File: src/rtl/mem_port_arbiter_if.sv
// Shared memory port bundle: fetch port, data port and the memory side.
// The arbiter takes the slave view; requesters and memory take the master view.
interface mem_port_arbiter_if #(
  parameter int XLEN = 32
);
  logic            if_req;
  logic [XLEN-1:0] if_addr;
  logic            if_done;
  logic            if_err;
  logic [XLEN-1:0] if_rdata;
  logic            if_stall;

  logic            dm_req;
  logic            dm_we;
  logic [XLEN-1:0] dm_addr;
  logic [XLEN-1:0] dm_wdata;
  logic            dm_done;
  logic            dm_err;
  logic [XLEN-1:0] dm_rdata;
  logic            dm_stall;

  logic            mem_req;
  logic            mem_we;
  logic [XLEN-1:0] mem_addr;
  logic [XLEN-1:0] mem_wdata;
  logic            mem_ready;
  logic [XLEN-1:0] mem_rdata;

  modport slave (
    input  if_req, if_addr,
    input  dm_req, dm_we, dm_addr, dm_wdata,
    input  mem_ready, mem_rdata,
    output if_done, if_err, if_rdata, if_stall,
    output dm_done, dm_err, dm_rdata, dm_stall,
    output mem_req, mem_we, mem_addr, mem_wdata
  );

  modport master (
    output if_req, if_addr,
    output dm_req, dm_we, dm_addr, dm_wdata,
    output mem_ready, mem_rdata,
    input  if_done, if_err, if_rdata, if_stall,
    input  dm_done, dm_err, dm_rdata, dm_stall,
    input  mem_req, mem_we, mem_addr, mem_wdata
  );
endinterface

File: src/rtl/mem_port_arbiter.sv
// Round-robin arbiter sharing one memory port between fetch and data,
// with a per-transaction wait timeout that aborts with an error flag.
module mem_port_arbiter #(
  parameter int XLEN    = 32,
  parameter int TIMEOUT = 15
) (
  input logic               clk,
  input logic               rst,
  mem_port_arbiter_if.slave bus
);
  typedef enum logic [1:0] {
    IDLE,
    BUSY_I,
    BUSY_D
  } state_t;

  localparam logic [7:0] LAST_WAIT = 8'(TIMEOUT - 1);

  state_t     state;
  logic       last_d;
  logic [7:0] wait_cnt;

  logic if_elig;
  logic dm_elig;
  logic grant_i;
  logic grant_d;
  logic busy_d;
  logic expired;
  logic ok;

  // A port whose done is high this cycle is still holding req from
  // the finished transaction and must not be granted again.
  assign if_elig = bus.if_req & ~bus.if_done;
  assign dm_elig = bus.dm_req & ~bus.dm_done;

  assign bus.if_stall = bus.if_req & ~bus.if_done;
  assign bus.dm_stall = bus.dm_req & ~bus.dm_done;

  assign busy_d  = (state == BUSY_D);
  assign expired = (wait_cnt == LAST_WAIT);
  assign ok      = bus.mem_ready;

  always_comb begin
    grant_i = 1'b0;
    grant_d = 1'b0;
    unique case (1'b1)
      (if_elig & dm_elig): begin
        grant_i = last_d;
        grant_d = ~last_d;
      end
      (if_elig & ~dm_elig): grant_i = 1'b1;
      (~if_elig & dm_elig): grant_d = 1'b1;
      default: ;
    endcase
  end

  always_ff @(posedge clk) begin
    if (rst) begin
      state         <= IDLE;
      last_d        <= 1'b1;
      wait_cnt      <= '0;
      bus.mem_req   <= 1'b0;
      bus.mem_we    <= 1'b0;
      bus.mem_addr  <= '0;
      bus.mem_wdata <= '0;
      bus.if_done   <= 1'b0;
      bus.if_err    <= 1'b0;
      bus.if_rdata  <= '0;
      bus.dm_done   <= 1'b0;
      bus.dm_err    <= 1'b0;
      bus.dm_rdata  <= '0;
    end else begin
      bus.if_done <= 1'b0;
      bus.if_err  <= 1'b0;
      bus.dm_done <= 1'b0;
      bus.dm_err  <= 1'b0;
      unique case (state)
        IDLE: begin
          if (grant_i | grant_d) begin
            state         <= grant_d ? BUSY_D : BUSY_I;
            last_d        <= grant_d;
            wait_cnt      <= '0;
            bus.mem_req   <= 1'b1;
            bus.mem_we    <= grant_d & bus.dm_we;
            bus.mem_addr  <= grant_d ? bus.dm_addr : bus.if_addr;
            bus.mem_wdata <= grant_d ? bus.dm_wdata : XLEN'(0);
          end
        end
        BUSY_I, BUSY_D: begin
          // Ready on the last allowed wait cycle still completes normally.
          if (ok | expired) begin
            state       <= IDLE;
            bus.mem_req <= 1'b0;
            bus.mem_we  <= 1'b0;
            if (busy_d) begin
              bus.dm_done <= 1'b1;
              bus.dm_err  <= ~ok;
              if (!ok)
                bus.dm_rdata <= XLEN'(0);
              else if (!bus.mem_we)
                bus.dm_rdata <= bus.mem_rdata;
            end else begin
              bus.if_done  <= 1'b1;
              bus.if_err   <= ~ok;
              bus.if_rdata <= ok ? bus.mem_rdata : XLEN'(0);
            end
          end else begin
            wait_cnt <= wait_cnt + 8'd1;
          end
        end
        default: state <= IDLE;
      endcase
    end
  end
endmodule

File: src/flat_wrapper.sv
// flat-port wrapper written by rule: the top's interface ports become plain ports
module mem_port_arbiter_flat 
#(
  parameter int XLEN    = 32,
  parameter int TIMEOUT = 15
)
  (clk, rst, bus_if_req, bus_if_addr, bus_dm_req, bus_dm_we, bus_dm_addr, bus_dm_wdata, bus_mem_ready, bus_mem_rdata, bus_if_done, bus_if_err, bus_if_rdata, bus_if_stall, bus_dm_done, bus_dm_err, bus_dm_rdata, bus_dm_stall, bus_mem_req, bus_mem_we, bus_mem_addr, bus_mem_wdata);
  mem_port_arbiter_if #(.XLEN(XLEN)) bus_i ();
  input logic clk;
  input logic rst;
  input wire logic [$bits(bus_i.if_req)-1:0] bus_if_req;
  input wire logic [$bits(bus_i.if_addr)-1:0] bus_if_addr;
  input wire logic [$bits(bus_i.dm_req)-1:0] bus_dm_req;
  input wire logic [$bits(bus_i.dm_we)-1:0] bus_dm_we;
  input wire logic [$bits(bus_i.dm_addr)-1:0] bus_dm_addr;
  input wire logic [$bits(bus_i.dm_wdata)-1:0] bus_dm_wdata;
  input wire logic [$bits(bus_i.mem_ready)-1:0] bus_mem_ready;
  input wire logic [$bits(bus_i.mem_rdata)-1:0] bus_mem_rdata;
  output wire logic [$bits(bus_i.if_done)-1:0] bus_if_done;
  output wire logic [$bits(bus_i.if_err)-1:0] bus_if_err;
  output wire logic [$bits(bus_i.if_rdata)-1:0] bus_if_rdata;
  output wire logic [$bits(bus_i.if_stall)-1:0] bus_if_stall;
  output wire logic [$bits(bus_i.dm_done)-1:0] bus_dm_done;
  output wire logic [$bits(bus_i.dm_err)-1:0] bus_dm_err;
  output wire logic [$bits(bus_i.dm_rdata)-1:0] bus_dm_rdata;
  output wire logic [$bits(bus_i.dm_stall)-1:0] bus_dm_stall;
  output wire logic [$bits(bus_i.mem_req)-1:0] bus_mem_req;
  output wire logic [$bits(bus_i.mem_we)-1:0] bus_mem_we;
  output wire logic [$bits(bus_i.mem_addr)-1:0] bus_mem_addr;
  output wire logic [$bits(bus_i.mem_wdata)-1:0] bus_mem_wdata;
  assign bus_i.if_req = bus_if_req;
  assign bus_i.if_addr = bus_if_addr;
  assign bus_i.dm_req = bus_dm_req;
  assign bus_i.dm_we = bus_dm_we;
  assign bus_i.dm_addr = bus_dm_addr;
  assign bus_i.dm_wdata = bus_dm_wdata;
  assign bus_i.mem_ready = bus_mem_ready;
  assign bus_i.mem_rdata = bus_mem_rdata;
  assign bus_if_done = bus_i.if_done;
  assign bus_if_err = bus_i.if_err;
  assign bus_if_rdata = bus_i.if_rdata;
  assign bus_if_stall = bus_i.if_stall;
  assign bus_dm_done = bus_i.dm_done;
  assign bus_dm_err = bus_i.dm_err;
  assign bus_dm_rdata = bus_i.dm_rdata;
  assign bus_dm_stall = bus_i.dm_stall;
  assign bus_mem_req = bus_i.mem_req;
  assign bus_mem_we = bus_i.mem_we;
  assign bus_mem_addr = bus_i.mem_addr;
  assign bus_mem_wdata = bus_i.mem_wdata;
  mem_port_arbiter #(.XLEN(XLEN), .TIMEOUT(TIMEOUT)) u_core (.clk(clk), .rst(rst), .bus(bus_i));
endmodule
File: config.mk
export PLATFORM = sky130hd
export DESIGN_NAME = mem_port_arbiter_flat
export DESIGN_NICKNAME = d
export VERILOG_FILES = /design/src/rtl/mem_port_arbiter_if.sv /design/src/rtl/mem_port_arbiter.sv /design/src/flat_wrapper.sv
export SDC_FILE = /design/constraint.sdc
export NUM_CORES = 1
export LEC_CHECK = 0
export CAP_MARGIN = 30
export CELL_PAD_IN_SITES_DETAIL_PLACEMENT = 0
export CELL_PAD_IN_SITES_GLOBAL_PLACEMENT = 1
export CORE_ASPECT_RATIO = 0.9
export CORE_UTILIZATION = 31
export CTS_CLUSTER_DIAMETER = 30
export DETAILED_ROUTE_END_ITERATION = 6
export GPL_TIMING_DRIVEN = 0
export PLACE_DENSITY_LB_ADDON = 0.1
export REMOVE_ABC_BUFFERS = 1
export SKIP_LAST_GASP = 1
export SLEW_MARGIN = 25
export SYNTH_ARGS = -nofsm -noshare
export SYNTH_HDL_FRONTEND = slang
export SYNTH_SLANG_ARGS = --single-unit
export TNS_END_PERCENT = 5
File: constraint.sdc
create_clock -name clk -period 5.3 [get_ports clk]
set_clock_uncertainty 0.05 [all_clocks]
set_input_delay 0.53 -clock clk [delete_from_list [all_inputs] [get_ports clk]]
set_output_delay 0.53 -clock clk [all_outputs]
set_load 0.01 [all_outputs]
### Word-level counts from Yosys, hierarchy flattened

Cells that the tools add are included.
W data, S select, Z words.

* register bits after elaboration: 145
* latch bits: 0
* memory bits (writable): 0
* memory bits (read-only): 0
* input bits: 134
* output and inout port bits: 136
* word-level logic and storage cells: 71
* memories kept: 0

* add/sub/neg operators: 1
* multipliers: 0
* div/mod/pow operators: 0
* order comparisons: 0
* equal/unequal tests: 7
* shifts and indexed selects: 0
* multiplexer cells: 21
* bitwise operators: 17
* reductions and logical operators: 12

Operator list (count)
* $mux W32: 5
* $mux W8: 2
* $pmux W8 S2: 1
* $not A1 Y1: 9
* $reduce_and A3 Y1: 3
* $add A8 B1 Y8 const B: 1
* $eq A8 B4 Y1 const B: 1
* $pmux W1 S2: 4
* $reduce_or A4 Y1: 2
* $and A1 B1 Y1: 6
* $mux W2: 3
* $mux W1: 5
* $ne A2 B1 Y1 const B: 2
* $ne A2 B2 Y1 const B: 2
* $pmux W2 S2: 1
* $reduce_and A2 Y1: 2
* $reduce_and A4 Y1: 1
* $reduce_or A3 Y1: 1
* $eq A2 B1 Y1 const B: 1
* $eq A2 B2 Y1 const B: 1
* $logic_not A2 Y1: 1
* $or A1 B1 Y1: 2
* $reduce_bool A2 Y1: 1
* $reduce_or A2 Y1: 1

### Depth between registers and ports, before layout

Gate-level depths: netlist of the first run.

* depth after elaboration: 8
* gate-level depth with buffers: 7

### Worst setup path after synthesis of the first run

No wires, ideal clock.

* path kind: register to register
* start: register u_core.state[0]
* end: register u_core.wait_cnt[6]
* setup time: 0.070 ns
* arrival: 1.935 ns
* data required time: 5.180 ns
* setup slack: 3.244 ns
* cell stages (with the launch flop): 8
* path buffers: 1
* period minus slack after synthesis: 2.056 ns
* cell sequence: dfxtp_1 inv_1 ha_1 and4b_1 a21o_1 buf_2 or4_1 a21oi_1

* cells in the longest elaborated chain, start to end: 4

RTL lines
* start, declared: RTL line mem_port_arbiter.sv:19 `state_t state;`
* start signal, assigned: RTL line mem_port_arbiter.sv:80 `state <= grant_d ? BUSY_D : BUSY_I;`
* $eq A2 B1 Y1 / $eq A2 B2 Y1 (equally long branches): RTL line mem_port_arbiter.sv:77 `unique case (state)`
* $reduce_or A2 Y1: RTL line mem_port_arbiter.sv:77
* $ne A2 B2 Y1 (no line) / $reduce_bool A2 Y1 (equally long branches)
* $reduce_and A3 Y1 (no line)
* end signal, assigned: RTL line mem_port_arbiter.sv:108 `wait_cnt <= wait_cnt + 8'd1;`
* end, declared: RTL line mem_port_arbiter.sv:21 `logic [7:0] wait_cnt;`

Parallel ways exist; a longest one is shown, timed or not.
A chain may end at the register's enable or synchronous reset.

### Final worst setup path of the first run

* start: input bus_dm_req
* end: output bus_dm_stall

* cells in the longest elaborated chain, start to end: 1

RTL lines
* start, declared: RTL line flat_wrapper.sv:13 `input wire logic [$bits(bus_i.dm_req)-1:0] bus_dm_req;`
* $and A1 B1 Y1: RTL line mem_port_arbiter.sv:37 `assign bus.dm_stall = bus.dm_req & ~bus.dm_done;`
* end, declared: RTL line flat_wrapper.sv:26 `output wire logic [$bits(bus_i.dm_stall)-1:0] bus_dm_stall;`

Every way passes these cells.

==> impl_metrics.ini, run 1 <==
[run_status]
outcome = complete, no violations

[clock_tree]
clk_pin_slew_ps = 70
cts_setup_buffers = 0
htreeDepth = 4
insertion_delay_ps = 420
cts-resized-gates = 0
cts_sinks = 145
clk_root_buffer_cell = clkbuf_16
cts.path.max_buffers = 2
cts_hold_buf = 0
cts_buffers = 17
cts_tree = done

[cells_and_area]
drive_gt1_share_pct = 7.77
area_delta_synth_final_pct = 67.4
post-route-util_pct = 53.2
layout_common_cells = clkdlybuf4s50_1 (268), dfxtp_1 (145), nand2_1 (66)
final_cell_count_no_fill = 1022
num-nets-final = 938
layout.cells.most_common = clkdlybuf4s50_1
diodes = 0

[timing]
finalCriticalPeriod_ps = 2700
maxSlewHeadroom_pct = 48.0
hold_violations = 0
fin_setup_tns_ps = 0
tightest_slew_ps = 781
fin_crit_sh_pct = 51.0
maxSlewViolCount = 0
finalSetupViolations = 0
clock.fmax_mhz = 370
rsz0062_at_grt = no

[worst_setup_path]
regToRegSetupSlack_ps = 2950
endpoint_kind = primary output
regToRegEndpoint = u_core.bus.dm_rdata[8]
cp.required_ps = 4720
crit_path_start_kind = input pin
cp_max_fo = 7
arrival_ps = 2120
r2r-start = u_core.state[0]
critPathKind = in -> out
worst-r2r-cell-count = 8

[die]
die-area_um2 = 17800
die_y_um = 127
start_util_pct = 31.8
die_x_um = 141
rows = 45
num_io_pins = 270
fp.coreArea_um2 = 16900

[grt]
antenna_found_initial = 0
track_usage_pct = 19.2
grt_pass1_wl_mm = 26.7
grt_max_degree = 63
gr-total-overflow = 0
grt_pass1_vias = 5104

[worst_hold_path]
worstHoldStart = rst
hold_path.class = in -> reg
whs_path_depth = 2
whs_endpoint = u_core.bus.mem_wdata[11]

[job]
maxCapViolations = 0

[detailed_routing]
vias = 5070
drc = 0
wl_per_cell_um = 16.6
drtIter0Drc = 220
drt-total-wl_mm = 16.9
ant_nets = 0
drtPass1Iterations = 4
via_per_inst = 4.96

[yosys]
synth_enable_flop_cells = 0
synthDistinctLibCells = 49
ys_warn_count = 0
synth_ff_type = dfxtp_1
synthArstFlopShare_pct = 0
synth_cells = 540
ys_seq_elements = 145
ys_seq_area_share_pct = 54.1
netlist_area_um2 = 5370
avgSynthCellArea_um2 = 9.94

[power]
vdd_ir_drop_max_mv = 0.223
power.density_nw_per_um2 = 347
p_leak_nw = 3.36

[place]
hpwlAfterDp_mm = 12.2
io_buffers = 269
gp_congestion = 0.754
dpl.cell_count = 990
==> routing by layer <==
metal	part of all wire (%)	track usage, %
met4	0.87	5.95
met3	8.9	8.19
met2	48	33.7
met1	42	21.0
met5	0	0
==> Yosys cell counts, types with 2 or more instances <==
cell / instances / area (um2)
a22oi_1: 33 / 248
or4_1: 6 / 45.0
a311oi_1: 32 / 280
a21o_1: 2 / 15.0
nand3b_1: 2 / 15.0
ha_1: 6 / 75.1
inv_1: 7 / 26.3
clkbuf_1: 29 / 109
nand2_1: 66 / 248
nand4b_1: 3 / 26.3
nor2_1: 66 / 248
a22o_1: 61 / 534
nand3_1: 4 / 20.0
o31ai_1: 6 / 45.0
buf_6: 6 / 67.6
a21oi_1: 18 / 90.1
nor3_1: 2 / 10.0
buf_2: 5 / 25.0
dfxtp_1: 145 / 2900
o21ai_0: 7 / 35.0
nand2b_1: 6 / 37.5
==> final cells by class <==
type | instances | area (um2)
clock buffers | 17 | 425
repair buffers | 281 | 2910
clock inverters | 15 | 179
flip-flops and latches | 145 | 2900
fillers | 1535 | 7910
multi-input cells | 345 | 2270
well taps | 211 | 264
inverters | 8 | 30.0
==> state kept, by name, summed over array words and instances (netlist names) <==
signal                count
u_core.bus.dm_done        1
u_core.bus.dm_err         1
u_core.bus.dm_rdata      32
u_core.bus.if_done        1
u_core.bus.if_err         1
u_core.bus.if_rdata      32
u_core.bus.mem_addr      32
u_core.bus.mem_req        1
u_core.bus.mem_wdata     32
u_core.bus.mem_we         1
u_core.last_d             1
u_core.state              2
u_core.wait_cnt           8
==> where the power goes <==
part | internal (mW) | leakage [nW] | switching (mW) | total (mW)
logic | 0.360 | 1.88 | 0.317 | 0.676
clock network | 0.643 | 0.297 | 0.569 | 1.21
registers | 1.18 | 1.18 | 0.0501 | 1.23
==> critical path: stages <==
cell and delay (ps):
clkdlybuf4s50_1 460, nand2b_1 260, inv_1 280, clkdlybuf4s50_1 600
==> worst max-delay path by stage <==
stage          depth (start not counted)  slack [ps]       startpoint                endpoint
6_report                               4        2600       bus_dm_req            bus_dm_stall
3_3_place_gp                           3       -1490              rst  u_core.bus.dm_rdata[0]
3_5_place_dp                           7        2580    bus_mem_ready  u_core.bus.dm_rdata[8]
2_1_floorplan                          5        2350  u_core.state[0]  u_core.bus.dm_rdata[0]
5_1_grt                                4        2520       bus_dm_req            bus_dm_stall
4_1_cts                                4        2580       bus_dm_req            bus_dm_stall
==> logic make-up (layout without fill, tap and decap cells) <==
kind of cell	count (synthesis)	in the layout	synth area share, %
buffers and inverters	50	321	4.71
flip-flops	145	145	54.1
AND/OR/NAND/NOR	167	167	14.3
adder cells (fa/ha/maj)	6	6	1.40
AO/OA/AOI/OAI	172	172	25.5
==> per-stage QoR <==
stage | power [mW] | hold WS [ps] | area [um2] | setup slack [ps]
detailed placement | 1.94 | 407 | 8380 | 2580
global placement | 1.88 | 406 | 8100 | -1490
CTS | 3.16 | 386 | 8980 | 2580
global route | 3.26 | 398 | 8980 | 2520
floorplan | 1.52 | 414 | 5140 | 2350
finish | 3.12 | 400 | 8980 | 2600
Power figures use the tool's default switching activity.
==> run 2, diff against run 1 <==
--- a/config.mk
+++ b/config.mk
@@ -9,7 +9,7 @@
 export CELL_PAD_IN_SITES_DETAIL_PLACEMENT = 0
 export CELL_PAD_IN_SITES_GLOBAL_PLACEMENT = 1
 export CORE_ASPECT_RATIO = 0.9
-export CORE_UTILIZATION = 31
+export CORE_UTILIZATION = 26
 export CTS_CLUSTER_DIAMETER = 30
 export DETAILED_ROUTE_END_ITERATION = 6
 export GPL_TIMING_DRIVEN = 0
==> constraint.sdc (replaced) <==
create_clock -name clk -period 2.2 [get_ports clk]
set_clock_uncertainty 0.05 [all_clocks]
set_input_delay 0.22 -clock clk [delete_from_list [all_inputs] [get_ports clk]]
set_output_delay 0.22 -clock clk [all_outputs]
set_load 0.01 [all_outputs]
==> impl_metrics.ini, run 2 (same netlist as run 1, synthesis figures left out) <==
[worst_setup_path]
r2r-start = u_core.wait_cnt[1]
critPathKind = reg -> reg
endpoint_kind = register
crit_path_start_kind = register
arrival_ps = 2450
regToRegEndpoint = u_core.bus.dm_rdata[20]
worst-r2r-cell-count = 6
cp.required_ps = 2460
regToRegSetupSlack_ps = 4
cp_max_fo = 13

[place]
hpwlAfterDp_mm = 13.0
pre_cts_ws_ps = -156
dpl.cell_count = 1034
gp_congestion = 0.773
io_buffers = 269

[clock_tree]
htreeDepth = 4
cts_buffers = 17
clk_pin_slew_ps = 70
insertion_delay_ps = 420
clk_root_buffer_cell = clkbuf_16
cts_tree = done
cts.path.max_buffers = 2
cts_sinks = 145

[run_status]
outcome = complete, no violations

[grt]
grt_pass1_vias = 5234
track_usage_pct = 17.3
grt_pass1_wl_mm = 28.8
gr-total-overflow = 0
grt_max_degree = 64
antenna_found_initial = 0

[cells_and_area]
diodes = 0
layout.cells.most_common = clkdlybuf4s50_1
register_area_um2 = 2900
drive_gt1_share_pct = 8.36
area_delta_synth_final_pct = 69.1
num-nets-final = 940
final_cell_count_no_fill = 1068
layout_common_cells = clkdlybuf4s50_1 (268), dfxtp_1 (145), nand2_1 (66)
fill_cells = 1910
multi_input_area_um2 = 2290

[timing]
maxSlewViolCount = 0
rsz0062_at_grt = yes
fin_crit_sh_pct = 99.8
finalCriticalPeriod_ps = 2200
fin_setup_tns_ps = 0
clock.fmax_mhz = 455
finalSetupViolations = 0
maxSlewHeadroom_pct = 55.7
setup_ws_ps = 3.74
holdWs_ps = 90.6
hold_violations = 0
tightest_slew_ps = 653

[detailed_routing]
drtPass1Iterations = 4
drtIter0Drc = 244
drt-total-wl_mm = 17.9
via_per_inst = 4.89
vias = 5219
drc = 0
wl_per_cell_um = 16.8
ant_nets = 0

[die]
die_x_um = 153
rows = 49
num_io_pins = 270
start_util_pct = 26.7
fp.coreArea_um2 = 20100
die-area_um2 = 21200
die_y_um = 138

[job]
maxCapViolations = 0

[worst_hold_path]
whs_endpoint = u_core.bus.mem_wdata[19]
worstHoldStart = rst
hold_path.class = in -> reg
whs_path_depth = 2

[power]
power.switching_mw = 2.19
combPwrFrac_pct = 22.0
p_leak_nw = 3.37
pwr-share-seq_pct = 39.3
power_mw = 7.53
pwr-share-clk_pct = 38.7
swShare_pct = 29.1
power.density_nw_per_um2 = 830
vdd_ir_drop_max_mv = 0.379
intPower_mw = 5.34
## run 2: changes by cell type in the layout (fill, tap and decap cells not counted), sizes merged
cell	delta
buf	+2
bufinv	+1
clkinv	+2
inv	-3
## run 2: timing repair
action / in CTS / in global routing
pin swaps: 2 / 1
hold buffers: 0 / 0
gates resized for setup: 3 / 3
setup endpoints to repair: 56 / 37
setup buffers: 2 / 0
## run 2: layer usage
metal	wire length [um]	vias up	GRT usage (%)
met4	325	0	6.16
li1	-	2526	-
met3	1730	16	7.37
met2	8250	200	27.7
met5	0	-	0
met1	7630	2477	20.5
## run 2: layout make-up
cell class	instances	area share [%]
clock buffers	17	4.69
clock inverters	15	1.94
inverters	8	0.331
multi-input cells	345	25.3
flip-flops and latches	145	32.0
well taps	255	3.52
repair buffers	283	32.2
## run 2: stage by stage
stage          utilization (%)  cell area, um2
6_report                  45.1            9070
5_1_grt                   45.1            9070
4_1_cts                   45.1            9060
3_5_place_dp              41.9            8430
3_3_place_gp              40.5            8150
2_1_floorplan                -            5140
## run 2: critical path: stages, from the launching register on
cell,delay (ps)
dfxtp_1,440
ha_1,210
or4b_4,480
o31ai_2,330
a31oi_4,160
buf_4,220
a22o_1,190
## run 2: how the worst max path moves through the flow
stage | to | slack, ps | from
2_1_floorplan | u_core.bus.dm_rdata[0] | -750 | u_core.state[0]
3_3_place_gp | u_core.bus.dm_rdata[0] | -4410 | rst
3_5_place_dp | u_core.bus.dm_rdata[0] | -160 | bus_mem_ready
4_1_cts | bus_dm_stall | -40 | u_core.bus.dm_done
5_1_grt | u_core.bus.mem_addr[12] | -70 | u_core.bus.if_done
6_report | u_core.bus.dm_rdata[20] | 4 | u_core.wait_cnt[1]
## run 2: power by group through the flow
stage	Sequential, mW	Combinational (mW)	Clock [mW]
final	2.96	1.65	2.91
after global routing	2.99	1.80	3.13
after CTS	2.96	1.68	3.01
after detailed placement	3.02	1.66	0
after global placement	3.01	1.53	0
after floorplan	3.10	0.554	0
==> run 3, diff against run 2 <==
--- a/config.mk
+++ b/config.mk
@@ -10,7 +10,6 @@
 export CELL_PAD_IN_SITES_GLOBAL_PLACEMENT = 1
 export CORE_ASPECT_RATIO = 0.9
 export CORE_UTILIZATION = 26
-export CTS_CLUSTER_DIAMETER = 30
 export DETAILED_ROUTE_END_ITERATION = 6
 export GPL_TIMING_DRIVEN = 0
 export PLACE_DENSITY_LB_ADDON = 0.1
==> results of run 3 <==
Same layout as run 2: the final DEF is identical, and so are final timing and power.
